==> config.mk <==
export PLATFORM = sky130hd
export DESIGN_NAME = cpu_mem_arbiter
export DESIGN_NICKNAME = d
export VERILOG_FILES = /design/src/rtl/cpu_bus_pkg.sv /design/src/rtl/cpu_mem_arbiter.sv
export SDC_FILE = /design/constraint.sdc
export NUM_CORES = 1
export LEC_CHECK = 0
export BUFFER_PORTS_ARGS = -buffer_cell sky130_fd_sc_hd__clkbuf_2
export CORE_ASPECT_RATIO = 0.5
export CORE_MARGIN = 4
export CORE_UTILIZATION = 46
export CTS_CLUSTER_DIAMETER = 120
export CTS_CLUSTER_SIZE = 25
export DETAILED_ROUTE_END_ITERATION = 12
export GPL_TIMING_DRIVEN = 0
export PLACE_DENSITY = 0.84
export SLEW_MARGIN = 10
export SYNTH_ARGS = -nofsm -noshare
export SYNTH_HDL_FRONTEND = slang
export SYNTH_SLANG_ARGS = --single-unit
==> constraint.sdc <==
create_clock -name clk -period 8.52 [get_ports clk]
set_input_delay 0.426 -clock clk [delete_from_list [all_inputs] [get_ports clk]]
set_output_delay 0.426 -clock clk [all_outputs]
set_load 0.01 [all_outputs]
==> src/rtl/cpu_bus_pkg.sv <==
// Shared CPU bus types: one-hot arbiter states and request-type codes.
// Imported by cpu_mem_arbiter.
package cpu_bus_pkg;

  localparam int S_IDLE  = 0;
  localparam int S_IREQ  = 1;
  localparam int S_IRSP  = 2;
  localparam int S_DRREQ = 3;
  localparam int S_DRRSP = 4;
  localparam int S_DWREQ = 5;

  typedef enum logic [5:0] {
    IDLE      = 6'b000001,
    I_REQ     = 6'b000010,
    I_RESP    = 6'b000100,
    D_RD_REQ  = 6'b001000,
    D_RD_RESP = 6'b010000,
    D_WR_REQ  = 6'b100000
  } state_e;

  typedef enum logic [1:0] {
    RT_INST = 2'd0,
    RT_DRD  = 2'd1,
    RT_DWR  = 2'd2
  } req_type_e;

endpackage

==> src/rtl/cpu_mem_arbiter.sv <==
// Arbitrates CPU fetch/data channels onto one memory port (data first).
// Ports: clk/rst, CPU inst + data req/resp, mem req/resp, conflict_cnt.
module cpu_mem_arbiter
  import cpu_bus_pkg::*;
#(
  parameter int ADDR_W = 32,
  parameter int DATA_W = 32
) (
  input  logic                clk,
  input  logic                rst,
  input  logic [ADDR_W-1:0]   PC,
  input  logic                Inst_Req_Valid,
  output logic                Inst_Req_Ready,
  output logic [DATA_W-1:0]   Instruction,
  output logic                Inst_Valid,
  input  logic                Inst_Ready,
  input  logic [ADDR_W-1:0]   Address,
  input  logic [DATA_W-1:0]   Write_data,
  input  logic [DATA_W/8-1:0] Write_strb,
  input  logic                MemWrite,
  input  logic                MemRead,
  output logic                Mem_Req_Ready,
  output logic [DATA_W-1:0]   Read_data,
  output logic                Read_data_Valid,
  input  logic                Read_data_Ready,
  output logic [ADDR_W-1:0]   mem_addr,
  output logic [DATA_W-1:0]   mem_wdata,
  output logic [DATA_W/8-1:0] mem_wstrb,
  output logic                mem_wen,
  output logic                mem_ren,
  input  logic                mem_req_ready,
  input  logic [DATA_W-1:0]   mem_rdata,
  input  logic                mem_rdata_valid,
  output logic                mem_rdata_ready,
  output logic [31:0]         conflict_cnt
);

  localparam int STRB_W = DATA_W / 8;

  state_e              state_q;
  req_type_e           rtype_q;
  logic [ADDR_W-1:0]   addr_q;
  logic [DATA_W-1:0]   wdata_q;
  logic [STRB_W-1:0]   wstrb_q;
  logic                ren_q;
  logic                wen_q;
  logic [31:0]         cnt_q;

  logic d_req;
  logic idle;
  logic i_rsp;
  logic d_rsp;

  assign d_req = MemWrite | MemRead;
  // rst gate keeps the accept strobes low while reset is held
  assign idle  = state_q[S_IDLE] & ~rst;
  assign i_rsp = state_q[S_IRSP];
  assign d_rsp = state_q[S_DRRSP];

  assign Mem_Req_Ready  = idle & d_req;
  assign Inst_Req_Ready = idle & Inst_Req_Valid & ~d_req;

  assign Instruction     = i_rsp ? mem_rdata : '0;
  assign Inst_Valid      = i_rsp & mem_rdata_valid;
  assign Read_data       = d_rsp ? mem_rdata : '0;
  assign Read_data_Valid = d_rsp & mem_rdata_valid;
  assign mem_rdata_ready = (i_rsp & Inst_Ready) |
                           (d_rsp & Read_data_Ready);

  assign mem_addr     = addr_q;
  assign mem_wdata    = wdata_q;
  assign mem_wstrb    = wstrb_q;
  assign mem_ren      = ren_q;
  assign mem_wen      = wen_q;
  assign conflict_cnt = cnt_q;

  always_ff @(posedge clk or posedge rst) begin
    if (rst) begin
      state_q <= IDLE;
      rtype_q <= RT_INST;
      addr_q  <= '0;
      wdata_q <= '0;
      wstrb_q <= '0;
      ren_q   <= 1'b0;
      wen_q   <= 1'b0;
      cnt_q   <= '0;
    end else begin
      unique case (1'b1)
        state_q[S_IDLE]: begin
          if (d_req & Inst_Req_Valid)
            cnt_q <= cnt_q + 32'd1;
          if (MemWrite) begin
            state_q <= D_WR_REQ;
            rtype_q <= RT_DWR;
            addr_q  <= Address;
            wdata_q <= Write_data;
            wstrb_q <= Write_strb;
            wen_q   <= 1'b1;
          end else if (MemRead) begin
            state_q <= D_RD_REQ;
            rtype_q <= RT_DRD;
            addr_q  <= Address;
            wdata_q <= '0;
            wstrb_q <= '0;
            ren_q   <= 1'b1;
          end else if (Inst_Req_Valid) begin
            state_q <= I_REQ;
            rtype_q <= RT_INST;
            addr_q  <= PC;
            wdata_q <= '0;
            wstrb_q <= '0;
            ren_q   <= 1'b1;
          end
        end
        state_q[S_IREQ], state_q[S_DRREQ]: begin
          if (mem_req_ready) begin
            ren_q <= 1'b0;
            if (rtype_q == RT_INST)
              state_q <= I_RESP;
            else
              state_q <= D_RD_RESP;
          end
        end
        state_q[S_DWREQ]: begin
          // writes complete on the request handshake
          if (mem_req_ready) begin
            wen_q   <= 1'b0;
            state_q <= IDLE;
          end
        end
        state_q[S_IRSP]: begin
          if (mem_rdata_valid & Inst_Ready)
            state_q <= IDLE;
        end
        state_q[S_DRRSP]: begin
          if (mem_rdata_valid & Read_data_Ready)
            state_q <= IDLE;
        end
        default: begin
          state_q <= IDLE;
          ren_q   <= 1'b0;
          wen_q   <= 1'b0;
        end
      endcase
    end
  end

endmodule

=== After elaboration in Yosys (flattened, before gate mapping) ===
Cells that the tools add are included.

* Add/sub/neg operators: 1
* Reduce and logical (&&, ||, !) cells: 10
* Eq/ne operators: 8
* Bitwise gates (word level): 17
* Multiplexer cells: 30

{| class="wikitable"
|+ Operator list
! cell !! count
|-
| 32-bit 2-to-1 mux || 8
|-
| 32-bit by 1-bit adder with 32-bit output (second input constant) || 1
|-
| 6-bit case mux with 5 select lines || 1
|-
| 4-bit 2-to-1 mux || 6
|-
| 5-bit 2-to-1 mux || 3
|-
| 6-bit 2-to-1 mux || 2
|-
| 1-bit AND || 11
|-
| 2-bit != test (second input constant) || 4
|-
| 2-bit 2-to-1 mux || 3
|-
| 1-bit case mux with 3 select lines || 2
|-
| 1-bit 2-to-1 mux || 5
|-
| 5-bit AND reduction || 1
|-
| 2-bit by 1-bit != test with 1-bit output (second input constant) || 2
|-
| 4-bit != test (second input constant) || 1
|-
| 1-bit inverter || 4
|-
| 2-bit AND reduction || 2
|-
| 4-bit AND reduction || 1
|-
| 4-bit OR reduction || 1
|-
| 3-bit != test (second input constant) || 1
|-
| 3-bit AND reduction || 1
|-
| 3-bit nonzero test || 1
|-
| 3-bit OR reduction || 1
|-
| 2-bit logical NOT || 1
|-
| 1-bit OR || 2
|-
| 2-bit OR reduction || 1
|}

* Register bits: 110
* Input port bits: 141
* Word-level logic and storage cells: 75
* Output and inout bits: 171

=== Logic depth before layout (Yosys ltp) ===
* Depth after elaboration: 4
* Gate-level depth with buffers: 6
* Mapped depth without buffers: 5

=== Worst setup path before layout ===
Ideal clock, no wire load.

* Path type: flip-flop to flip-flop
* Start point: register state_q[0]
* End point: register cnt_q[22] (netlist: conflict_cnt[22])
* Cell stages (with the launch flop): 6
* Setup time: 0.128 ns
* Arrival: 1.579 ns
* Setup slack: 6.813 ns
* Buffers on the path: 1
* Period minus slack after synthesis: 1.707 ns
* Required time: 8.392 ns
* Cell sequence: dfstp_2 > buf_2 > o211ai_4 > nor4_4 > nand4_1 > xnor2_1

* Longest elaborated chain between the ends: 1

{| class="wikitable"
|+ RTL lines
! item !! RTL line !! text
|-
| from (decl) || cpu_mem_arbiter.sv:40 || <nowiki>state_e state_q;</nowiki>
|-
| from (signal assigned) || cpu_mem_arbiter.sv:79 || <nowiki>state_q <= IDLE;</nowiki>
|-
| from (signal assigned) || cpu_mem_arbiter.sv:93 || <nowiki>state_q <= D_WR_REQ;</nowiki>
|-
| from (signal assigned) || cpu_mem_arbiter.sv:100 || <nowiki>state_q <= D_RD_REQ;</nowiki>
|-
| 2-bit AND reduction (no source line) || -- ||
|-
| to (signal assigned) || cpu_mem_arbiter.sv:91 || <nowiki>cnt_q <= cnt_q + 32'd1;</nowiki>
|-
| to (decl) || cpu_mem_arbiter.sv:47 || <nowiki>logic [31:0] cnt_q;</nowiki>
|}

No other way between the ends.
A chain may end at the register's enable or synchronous reset.

=== Worst setup path after layout ===
* Start point: register state_q[2]
* End point: output Instruction[16]

* Longest elaborated chain between the ends: 1

{| class="wikitable"
|+ RTL lines
! item !! RTL line !! text
|-
| 32-bit 2-to-1 mux || cpu_mem_arbiter.sv:63 || <nowiki>assign Instruction = i_rsp ? mem_rdata : '0;</nowiki>
|-
| to (decl) || cpu_mem_arbiter.sv:14 || <nowiki>output logic [DATA_W-1:0] Instruction,</nowiki>
|}

No other way between the ends.

==> results.ini <==
[drt]
viasPerCell=5.10
detail-route-antenna-nets=0
vias_post_dr=4895
first_iter_violations=276
routed_wirelength_um=16100
detail_route.drc_violations=0
detail_route.first_pass.iterations=4
routedWlPerCell_um=16.8

[worst_setup_path]
critPathTopFamily=buffers and inverters
crit_path_start_kind=flip-flop
critical_path.n_buffers_inverters=3
critical_path_arrival_ns=1.68
r2r.worst_path.cells=5
max_stage_delay_ns=0.35
r2r_slack_ns=6.52
cp.required_ns=8.09
cp-end-kind=output pin
worstPathCellList=clkbuf_1, clkbuf_1, and2_1, clkbuf_2
critical_path_cell_count=4
cp_common_cell=clkbuf_1
crit_fanout=10
critical_path.reg2reg.startpoint=state_q[0]$_DFF_PP1_
worst_r2r_endpoint=conflict_cnt[26]$_DFFE_PP0P_
worst_setup_path_endpoint=Instruction[16]
critical_path_startpoint=state_q[2]$_DFF_PP0_
critPathSlowestCell=dfrtp_1
critPathKind=flip-flop to output pin

[synth]
yosys-mux-area-fraction_pct=6.81
dominant_combinational_cell_family_by_area_after_synthesis=simple AND/OR/NAND/NOR gates
post_synth_xor_area_fraction_pct=5.23
synth-compound-area-share_pct=11.8
avgSynthCellArea_um2=10.6
ys.warnings.count=0
synth_top_flop_cell=dfrtp_1
asyncSetResetFlopFracSynth_pct=100
netlist_area_mm2=0.00520
synth-seq-cells=110
synth-seq-area-share_pct=53.0
syn_inst=489
post_synth_fa_ha_maj_area_fraction_pct=0.241
share_of_synthesized_cell_area_in_and_or_nand_and_nor_gates_pct=19.5
yosys.cell_types.count=34
synth_fp_nets=631
edff_count_synth=0

[timing]
post-route-min-period_ns=2.11
worst_clock_skew_ns=0.00895
hold_viol_final=0
setup_violations=0
setup-tns-final_ns=0
final-max-slew-violation-count=0
tightestPinTransition_ns=0.591
final_min_period_over_clock_period_pct=24.8
maximum_clock_frequency_mhz=474
grt_setup_unrepaired=false
slew_headroom_pct=60.3

[clocking]
clk-insertion-delay-late_ns=0.35
post_cts_resized=0
htreeDepth=3
max-clock-path-buffers=2
cts_hold_repair.buffers=0
cts_tree=done
cts.reportedPaths.clkPinSlew_ns=0.07
clock_sinks=110
cts_inserted_buffers=9
root_buffer=clkbuf_16
cts_post_setup_buffers_inserted=0

[run_status]
status=finished clean

[die]
design.portCount=312
row_count=27
die_w_um=158
die_height_um=83.2
floorplan.core_area_mm2=0.0110
initial_utilization_pct=47.2
design.die.area_mm2=0.0132

[global_routing]
grt_pass1_wl_um=25900
first_global_vias=4897
global_route.usage.total_pct=24.5
grt_start_max_net_pins=57
antenna_found_initial=0
grt-ovfl-total=0

[final_layout]
area_growth_syn_to_layout_pct=39.3
nNetsFinal=952
diodes=0
fraction_of_final_layout_cells_sized_beyond_drive_strength_1_pct=42.9
fillers=900
final_cell_area_mm2=0.00724

[placed_design]
global_placement_routability_congestion=0.859
dp.final_hpwl_um=12900
buffers_added_on_ports=309
placed_area_mm2=0.00696

[power]
total_leakage_power_nw=3.91
cellPowerDensity_mw_per_mm2=289
ir_drop_uv=138

[flow_run]
max_cap_violations=0

[hold_path]
worstHoldPathType=input pin to asynchronous set/reset pin

[registers in the layout, summed over array words and instances (netlist names)]
| name | count |
|---|---|
| conflict_cnt | 32 |
| mem_addr | 32 |
| mem_wdata | 32 |
| state_q | 6 |
| mem_wstrb | 4 |
| rtype_q | 2 |
| mem_ren | 1 |
| mem_wen | 1 |
[synth_stat cells, types with 3 or more instances]
cell type    n  area [um^2]
inv_1        9         33.8
nor2_1      12         45.0
xnor2_1     25          219
nor4_1       5         31.3
xor2_1       6         52.6
a21oi_1      5         25.0
buf_2       12         60.1
dfrtp_1    109         2730
o21ai_0     36          180
buf_1        3         11.3
buf_4        3         22.5
nand4_1     21          131
a22o_1      37          324
nand3_1      9         45.0
and2_1      69          432
a21o_1       3         22.5
and3_1       6         37.5
mux2i_1     32          320
nand2_1     49          184
clkbuf_1    14         52.6
mux2_2       3         33.8
nor3_1       7         35.0
[area by class of cell]
type | instances | area, um^2 | share of cell area (%)
Clock inverter | 6 | 53.8 | 0.743
Inverter | 9 | 38.8 | 0.536
Buffer | 32 | 146 | 2.02
Tap cell | 145 | 181 | 2.51
Sequential cell | 110 | 2750 | 38.0
Timing Repair Buffer | 310 | 1570 | 21.7
Clock buffer | 10 | 229 | 3.16
Multi-Input combinational cell | 338 | 2260 | 31.2
[kinds of logic (layout without fill, tap and decap cells)]
family	Yosys count	after routing
xor+xnor	31	31
simple gates	184	184
flops	110	110
buf+inv	41	367
mux	35	35
compound gates	87	87
fa+ha+maj	1	1
[worst min-delay path by stage]
stage                                 startpoint                      endpoint  slack [ns]
floorplan                 rtype_q[0]$_DFFE_PP0P_          state_q[2]$_DFF_PP0_        0.45
global placement    conflict_cnt[31]$_DFFE_PP0P_  conflict_cnt[31]$_DFFE_PP0P_        0.46
detailed placement  conflict_cnt[31]$_DFFE_PP0P_  conflict_cnt[31]$_DFFE_PP0P_        0.47
CTS                                          rst     mem_wdata[20]$_DFFE_PP0P_        0.17
global route                                 rst      mem_wdata[0]$_DFFE_PP0P_        0.20
finish                                       rst      mem_wdata[0]$_DFFE_PP0P_        0.15
[layout by cell type, fill, tap and decap left out, types with 3 or more instances in the layout]
master and n:
clkbuf_2 309, dfrtp_1 109, and2_1 69, nand2_1 49, a22o_1 37, o21ai_0 36
mux2i_1 32, xnor2_1 25, nand4_1 21, clkbuf_1 15, buf_2 12, nor2_1 12
nand3_1 9, clkbuf_16 9, inv_1 8, nor3_1 7, and3_1 6, xor2_1 6
a21oi_1 5, nor4_1 5, buf_4 3, mux2_2 3, buf_1 3, a21o_1 3
inv_6 3
[metrics by stage]
step	hold WS, ns	instances	power (mW)	setup WS [ns]	util (%)
after floorplan	0.454	489	1.30	5.19	-
after global placement	0.461	943	1.67	3.99	62.9
after detailed placement	0.466	944	1.70	6.57	63.2
after CTS	0.169	960	2.11	6.41	65.7
after global routing	0.202	960	2.24	6.24	65.7
final	0.146	960	2.09	6.41	65.7
[power by group]
| group | internal, mW | switching [mW] | leakage, nW | total, mW |
|---|---|---|---|---|
| Sequential | 0.714 | 0.124 | 1.42 | 0.837 |
| Combinational | 0.363 | 0.490 | 2.35 | 0.853 |
| Clock | 0.204 | 0.200 | 0.136 | 0.404 |
[layer usage]
layer	share of wire [%]	GRT usage (%)	vias up
met5	0	0	-
met4	2.0	6.04	0
met3	4.9	5.93	24
met2	51	41.5	139
met1	42	31.9	2390
li1	-	-	2342
Power figures use the tool's default switching activity.
